$ cat config.mk
export PLATFORM = sky130hd
export DESIGN_NAME = rv32i_control_fsm
export DESIGN_NICKNAME = d
export VERILOG_FILES = /design/src/rtl/rv32i_control_fsm.sv
export SDC_FILE = /design/constraint.sdc
export NUM_CORES = 1
export LEC_CHECK = 0
export ABC_AREA = 0
export CAP_MARGIN = 25
export CORE_MARGIN = 1.5
export CORE_UTILIZATION = 39
export CTS_CLUSTER_DIAMETER = 150
export DETAILED_ROUTE_END_ITERATION = 8
export GPL_ROUTABILITY_DRIVEN = 0
export PLACE_DENSITY_LB_ADDON = 0.12
export SETUP_SLACK_MARGIN = 0.15
export SLEW_MARGIN = 20
export SYNTH_ARGS = -nofsm -noshare
export SYNTH_HDL_FRONTEND = slang
export SYNTH_SLANG_ARGS = --single-unit
$ cat constraint.sdc
create_clock -name clk -period 4 [get_ports clk]
set_clock_uncertainty 0.1 [all_clocks]
set_input_delay 0.4 -clock clk [delete_from_list [all_inputs] [get_ports clk]]
set_output_delay 0.4 -clock clk [all_outputs]
set_load 0.005 [all_outputs]
$ cat src/rtl/rv32i_control_fsm.sv
// Multicycle control FSM for the RV32I datapath: it sequences fetch, decode,
// execute, memory and writeback, and drives every datapath mux select and load enable.
module rv32i_control_fsm #(
  parameter int WAIT_LIMIT = 0
) (
  input  logic       clk,
  input  logic       rst,
  input  logic [6:0] opcode,
  input  logic [2:0] funct3,
  input  logic [6:0] funct7,
  input  logic       br_en,
  input  logic [1:0] mar_low,
  input  logic       mem_resp,
  output logic       load_pc,
  output logic       load_ir,
  output logic       load_regfile,
  output logic       load_mar,
  output logic       load_mdr,
  output logic       load_data_out,
  output logic [1:0] pcmux_sel,
  output logic       marmux_sel,
  output logic       cmpmux_sel,
  output logic       alumux1_sel,
  output logic [2:0] alumux2_sel,
  output logic [3:0] regfilemux_sel,
  output logic [2:0] aluop,
  output logic [2:0] cmpop,
  output logic       mem_read,
  output logic       mem_write,
  output logic [3:0] mem_byte_enable,
  output logic       mem_timeout
);

  localparam logic [3:0] S_FETCH1    = 4'd0;
  localparam logic [3:0] S_FETCH2    = 4'd1;
  localparam logic [3:0] S_FETCH3    = 4'd2;
  localparam logic [3:0] S_DECODE    = 4'd3;
  localparam logic [3:0] S_IMM       = 4'd4;
  localparam logic [3:0] S_LUI       = 4'd5;
  localparam logic [3:0] S_AUIPC     = 4'd6;
  localparam logic [3:0] S_BR        = 4'd7;
  localparam logic [3:0] S_JAL       = 4'd8;
  localparam logic [3:0] S_JALR      = 4'd9;
  localparam logic [3:0] S_REG       = 4'd10;
  localparam logic [3:0] S_CALC_ADDR = 4'd11;
  localparam logic [3:0] S_LD1       = 4'd12;
  localparam logic [3:0] S_LD2       = 4'd13;
  localparam logic [3:0] S_ST1       = 4'd14;
  localparam logic [3:0] S_ST2       = 4'd15;

  localparam logic [6:0] OP_LUI   = 7'b0110111;
  localparam logic [6:0] OP_AUIPC = 7'b0010111;
  localparam logic [6:0] OP_JAL   = 7'b1101111;
  localparam logic [6:0] OP_JALR  = 7'b1100111;
  localparam logic [6:0] OP_BR    = 7'b1100011;
  localparam logic [6:0] OP_LOAD  = 7'b0000011;
  localparam logic [6:0] OP_STORE = 7'b0100011;
  localparam logic [6:0] OP_IMM   = 7'b0010011;
  localparam logic [6:0] OP_REG   = 7'b0110011;

  localparam logic [1:0] PCMUX_PC_PLUS4 = 2'd0;
  localparam logic [1:0] PCMUX_ALU_OUT  = 2'd1;
  localparam logic [1:0] PCMUX_ALU_MOD2 = 2'd2;

  localparam logic MARMUX_PC_OUT  = 1'b0;
  localparam logic MARMUX_ALU_OUT = 1'b1;
  localparam logic CMPMUX_RS2_OUT = 1'b0;
  localparam logic CMPMUX_I_IMM   = 1'b1;
  localparam logic ALUMUX1_RS1    = 1'b0;
  localparam logic ALUMUX1_PC     = 1'b1;

  localparam logic [2:0] ALUMUX2_I_IMM   = 3'd0;
  localparam logic [2:0] ALUMUX2_U_IMM   = 3'd1;
  localparam logic [2:0] ALUMUX2_B_IMM   = 3'd2;
  localparam logic [2:0] ALUMUX2_S_IMM   = 3'd3;
  localparam logic [2:0] ALUMUX2_J_IMM   = 3'd4;
  localparam logic [2:0] ALUMUX2_RS2_OUT = 3'd5;

  localparam logic [3:0] RF_ALU_OUT  = 4'd0;
  localparam logic [3:0] RF_BR_EN    = 4'd1;
  localparam logic [3:0] RF_U_IMM    = 4'd2;
  localparam logic [3:0] RF_LW       = 4'd3;
  localparam logic [3:0] RF_PC_PLUS4 = 4'd4;
  localparam logic [3:0] RF_LB       = 4'd5;
  localparam logic [3:0] RF_LBU      = 4'd6;
  localparam logic [3:0] RF_LH       = 4'd7;
  localparam logic [3:0] RF_LHU      = 4'd8;

  localparam logic [2:0] ALU_ADD = 3'd0;
  localparam logic [2:0] ALU_SRA = 3'd2;
  localparam logic [2:0] ALU_SUB = 3'd3;
  localparam logic [2:0] ALU_SRL = 3'd5;

  localparam logic [2:0] F3_ADD  = 3'b000;
  localparam logic [2:0] F3_SLT  = 3'b010;
  localparam logic [2:0] F3_SLTU = 3'b011;
  localparam logic [2:0] F3_SR   = 3'b101;
  localparam logic [2:0] CMP_BLT  = 3'b100;
  localparam logic [2:0] CMP_BLTU = 3'b110;

  localparam int CW = (WAIT_LIMIT > 1) ? $clog2(WAIT_LIMIT + 1) : 1;
  localparam logic [CW-1:0] LAST_CNT = CW'(WAIT_LIMIT - 1);

  logic [3:0]    state_r;
  logic [3:0]    next_state_s;
  logic [CW-1:0] wait_cnt_r;
  logic          mem_timeout_r;
  logic          waiting_s;
  logic          timeout_hit_s;
  logic          unused_funct7_s;

  // Only funct7[5] distinguishes sub/sra; the remaining bits are don't-care.
  assign unused_funct7_s = ^{funct7[6], funct7[4:0]};

  function automatic logic [3:0] decode_f(input logic [6:0] op);
    logic [3:0] ns;
    case (op)
      OP_IMM:   ns = S_IMM;
      OP_REG:   ns = S_REG;
      OP_LUI:   ns = S_LUI;
      OP_AUIPC: ns = S_AUIPC;
      OP_BR:    ns = S_BR;
      OP_JAL:   ns = S_JAL;
      OP_JALR:  ns = S_JALR;
      OP_LOAD:  ns = S_CALC_ADDR;
      OP_STORE: ns = S_CALC_ADDR;
      default:  ns = S_FETCH1;
    endcase
    return ns;
  endfunction

  function automatic logic [2:0] alu_op_f(input logic [2:0] f3, input logic f7_5,
                                          input logic is_reg);
    logic [2:0] op;
    case (f3)
      F3_SR:   op = f7_5 ? ALU_SRA : ALU_SRL;
      F3_ADD:  op = (is_reg && f7_5) ? ALU_SUB : ALU_ADD;
      default: op = f3;
    endcase
    return op;
  endfunction

  function automatic logic [3:0] load_mux_f(input logic [2:0] f3);
    logic [3:0] sel;
    case (f3)
      3'b000:  sel = RF_LB;
      3'b001:  sel = RF_LH;
      3'b100:  sel = RF_LBU;
      3'b101:  sel = RF_LHU;
      default: sel = RF_LW;
    endcase
    return sel;
  endfunction

  function automatic logic [3:0] store_be_f(input logic [2:0] f3, input logic [1:0] low);
    logic [3:0] be;
    case (f3)
      3'b000:  be = 4'b0001 << low;
      3'b001:  be = 4'b0011 << {low[1], 1'b0};
      default: be = 4'b1111;
    endcase
    return be;
  endfunction

  // State register.
  always_ff @(posedge clk or posedge rst) begin
    if (rst) begin
      state_r <= S_FETCH1;
    end else begin
      state_r <= next_state_s;
    end
  end

  // Next-state logic; wait states advance only on mem_resp, so a timeout holds them.
  always_comb begin
    next_state_s = state_r;
    case (state_r)
      S_FETCH1:    next_state_s = S_FETCH2;
      S_FETCH2:    next_state_s = mem_resp ? S_FETCH3 : S_FETCH2;
      S_FETCH3:    next_state_s = S_DECODE;
      S_DECODE:    next_state_s = decode_f(opcode);
      S_CALC_ADDR: next_state_s = (opcode == OP_STORE) ? S_ST1 : S_LD1;
      S_LD1:       next_state_s = mem_resp ? S_LD2 : S_LD1;
      S_ST1:       next_state_s = mem_resp ? S_ST2 : S_ST1;
      S_IMM, S_LUI, S_AUIPC, S_BR, S_JAL, S_JALR, S_REG, S_LD2, S_ST2:
                   next_state_s = S_FETCH1;
      default:     next_state_s = S_FETCH1;
    endcase
  end

  assign waiting_s     = (state_r == S_FETCH2) || (state_r == S_LD1) || (state_r == S_ST1);
  assign timeout_hit_s = (WAIT_LIMIT != 0) && waiting_s && !mem_resp && (wait_cnt_r == LAST_CNT);

  // Memory-wait watchdog counter and its one-cycle timeout pulse.
  always_ff @(posedge clk or posedge rst) begin
    if (rst) begin
      wait_cnt_r    <= '0;
      mem_timeout_r <= 1'b0;
    end else begin
      mem_timeout_r <= timeout_hit_s;
      if (!waiting_s || mem_resp || timeout_hit_s) begin
        wait_cnt_r <= '0;
      end else begin
        wait_cnt_r <= wait_cnt_r + CW'(1);
      end
    end
  end

  assign mem_timeout = mem_timeout_r;

  // Moore output decode from the current state and the latched instruction fields.
  always_comb begin
    load_pc         = 1'b0;
    load_ir         = 1'b0;
    load_regfile    = 1'b0;
    load_mar        = 1'b0;
    load_mdr        = 1'b0;
    load_data_out   = 1'b0;
    pcmux_sel       = PCMUX_PC_PLUS4;
    marmux_sel      = MARMUX_PC_OUT;
    cmpmux_sel      = CMPMUX_RS2_OUT;
    alumux1_sel     = ALUMUX1_RS1;
    alumux2_sel     = ALUMUX2_I_IMM;
    regfilemux_sel  = RF_ALU_OUT;
    aluop           = ALU_ADD;
    cmpop           = 3'b000;
    mem_read        = 1'b0;
    mem_write       = 1'b0;
    mem_byte_enable = 4'b1111;
    case (state_r)
      S_FETCH1: begin
        load_mar   = 1'b1;
        marmux_sel = MARMUX_PC_OUT;
      end
      S_FETCH2, S_LD1: begin
        mem_read = 1'b1;
        load_mdr = 1'b1;
      end
      S_FETCH3: load_ir = 1'b1;
      S_DECODE: begin
      end
      S_IMM, S_REG: begin
        load_regfile = 1'b1;
        load_pc      = 1'b1;
        alumux2_sel  = (state_r == S_REG) ? ALUMUX2_RS2_OUT : ALUMUX2_I_IMM;
        aluop        = alu_op_f(funct3, funct7[5], state_r == S_REG);
        if ((funct3 == F3_SLT) || (funct3 == F3_SLTU)) begin
          cmpmux_sel     = (state_r == S_REG) ? CMPMUX_RS2_OUT : CMPMUX_I_IMM;
          cmpop          = (funct3 == F3_SLT) ? CMP_BLT : CMP_BLTU;
          regfilemux_sel = RF_BR_EN;
        end else begin
          regfilemux_sel = RF_ALU_OUT;
        end
      end
      S_LUI: begin
        load_regfile   = 1'b1;
        load_pc        = 1'b1;
        regfilemux_sel = RF_U_IMM;
      end
      S_AUIPC: begin
        load_regfile = 1'b1;
        load_pc      = 1'b1;
        alumux1_sel  = ALUMUX1_PC;
        alumux2_sel  = ALUMUX2_U_IMM;
      end
      S_BR: begin
        load_pc     = 1'b1;
        cmpop       = funct3;
        alumux1_sel = ALUMUX1_PC;
        alumux2_sel = ALUMUX2_B_IMM;
        pcmux_sel   = br_en ? PCMUX_ALU_OUT : PCMUX_PC_PLUS4;
      end
      S_JAL: begin
        load_regfile   = 1'b1;
        load_pc        = 1'b1;
        regfilemux_sel = RF_PC_PLUS4;
        pcmux_sel      = PCMUX_ALU_OUT;
        alumux1_sel    = ALUMUX1_PC;
        alumux2_sel    = ALUMUX2_J_IMM;
      end
      S_JALR: begin
        load_regfile   = 1'b1;
        load_pc        = 1'b1;
        regfilemux_sel = RF_PC_PLUS4;
        pcmux_sel      = PCMUX_ALU_MOD2;
      end
      S_CALC_ADDR: begin
        load_mar   = 1'b1;
        marmux_sel = MARMUX_ALU_OUT;
        if (opcode == OP_STORE) begin
          alumux2_sel   = ALUMUX2_S_IMM;
          load_data_out = 1'b1;
        end else begin
          alumux2_sel = ALUMUX2_I_IMM;
        end
      end
      S_LD2: begin
        load_regfile   = 1'b1;
        load_pc        = 1'b1;
        regfilemux_sel = load_mux_f(funct3);
      end
      S_ST1: begin
        mem_write       = 1'b1;
        mem_byte_enable = store_be_f(funct3, mar_low);
      end
      S_ST2:   load_pc = 1'b1;
      default: load_mar = 1'b1;
    endcase
  end

endmodule
==> impl_metrics.ini <==
[sta]
drv_slew = 0
fmax_mhz = 352
finalHoldViolations = 0
rsz0062_at_grt = no
max_slew_margin = 0.605
period_share = 0.710
setup_slack_ns = 1.16
fin_hold_ws_ns = 0.248
post-route-min-period_ns = 2.84
fin_tns_setup_ns = 0
worst_pin_slew_ns = 0.593
finalSetupViolCount = 0

[synth]
synthTopCellsByArea = dfrtp_1, nor2_1, nand2_1, a21oi_1, nor3_1
ys.flop_type = dfrtp_1
ys_types = 42
synthCells = 129
ys_seq_area_frac = 0.121
synth_area_sq_um = 827
ys_async_sr_fraction = 1.00
synth_seq_cells = 4
yosys.area.top_type = dfrtp_1
synth_top_area_share = 0.121
yosysWarnings = 0
synth_nets = 152
syn_area_per_cell_sq_um = 6.41
synth_edf_count = 0

[layout]
regMostFlops = state_r
nFillCells = 175
area.sequential_sq_um = 100
multiInputGateArea_sq_um = 621
final_util = 0.640
reg.largest.list = state_r x4
final_cell_mix = clkdlybuf4s50_1, nor2_1, nand2_1
final_common_cell = clkdlybuf4s50_1
antenna_cells = 0
largest_register_ffs = 4
areaGrowthSynthToFinish_pct = 53.3
final_nets = 191
drive_gt1_frac = 0.0783

[worst_setup_path]
cp_max_fo = 19
required_ns = 3.50
crit_path_end_kind = primary output
cp-start-kind = register
cp.arrival_ns = 2.34
crit_type = register to primary output

[global_route]
grt_pass1_wl_um = 3880
grtUsageTotal = 0.202
grt_max_degree = 20
antenna_found_initial = 0
grt_pass1_vias = 945
gr-total-overflow = 0

[detailed_routing]
first_pass_iters = 4
drc = 0
wl_per_cell_um = 12.8
via_count = 1072
drt_wl_total_um = 2480
drt_iter0_markers = 35
post_drt_via_cell_ratio = 5.55
ant_nets = 0

[hold_path]
hp-class = input pin to asynchronous set/reset pin

[floorplanning]
start_util = 0.417
fp.dieW_um = 49.1
die_y_um = 49.1
ios = 54
fp.dieArea_sq_um = 2410
core_area_sq_um = 1980
num_rows = 16

[clocking]
path_clk_slew_ns = 0.04
cts.hold.buffers_added = 0
cts_sinks = 4
cts_root_buffer = clkbuf_4
cts-resized-gates = 0
cts_tree = done
h-tree-depth = 1
clockBufferDepth = 2
worstSkewPairLatency_ns = 0.24
cts_setup_buffers = 0
numCtsBuffers = 3

[place]
dp_slack_ns = 1.21
io_buffers = 46
dp_hpwl_um = 1890

[power]
power_density_nw_per_um2 = 243
power.leakage_nw = 0.460
power_mw = 0.308
ir_worst_vdd_mv = 0.170

[outcome]
run_status = completed

[run]
drv_cap = 0
cells in the mapped netlist (3+ instances only):
cell type  count
a21oi_1        9
buf_2          4
buf_4          3
clkbuf_1       3
dfrtp_1        4
inv_1          8
nand2_1       15
nand2b_1       4
nand3b_1       3
nor2_1        19
nor2b_1        4
nor3_1         8
nor4_1         3
o21ai_0        7
worst paths after layout:
kind                       startpoint              to  slack, ns  depth (start not counted)
hold reg to reg            state_r[2]      state_r[3]       0.58                          1
setup / recovery           state_r[3]  alumux2_sel[0]       1.16                          5
max in group asynchronous         rst      state_r[3]       3.39                          2
hold / removal                    rst      state_r[2]       0.25                          2
min in group clk           state_r[2]      state_r[3]       0.58                          1
setup reg to reg           state_r[0]      state_r[2]       2.25                          4
metal layers:
layer,up-vias,share of wire,GRT usage
met2,53,0.48,0.336
met1,486,0.45,0.257
li1,525,-,-
met5,-,0,0
met4,0,0.012,0.0952
met3,8,0.059,0.0276
cell type report:
type,instances,share of cell area
tap,27,0.0267
inverter,8,0.0237
multi-input combinational,105,0.490
clock buffer,3,0.0178
timing repair buffer,46,0.363
sequential,4,0.0790
worst max-delay path, stage by stage (launching register included):
cell             delay, ns
dfrtp_1               0.71
nand2b_4              0.19
nor4_4                0.27
nand2_2               0.09
a221oi_2              0.27
clkdlybuf4s50_1       0.56
kinds of logic (layout without fill, tap and decap cells):
group / Yosys count / count (layout) / share of synthesized area
XOR/XNOR: 1 / 1 / 0.0106
AND/OR/NAND/NOR: 69 / 69 / 0.440
AO/OA/AOI/OAI: 34 / 34 / 0.295
other: 1 / 1 / 0.00453
buffers and inverters: 20 / 57 / 0.129
flip-flops: 4 / 4 / 0.121
power by group:
part	total (mW)	switching [mW]	internal [mW]	leakage, nW
Combinational	0.168	0.0768	0.0909	0.395
Clock	0.0513	0.0177	0.0336	0.0138
Sequential	0.0888	0.0386	0.0501	0.0516
through the flow:
| stage | cells | cell area, sq um |
|---|---|---|
| after floorplan | 129 | 827 |
| after global placement | 190 | 1240 |
| after detailed placement | 190 | 1240 |
| after CTS | 193 | 1270 |
| after global routing | 193 | 1270 |
| final | 193 | 1270 |
Power figures use the tool's default switching activity.
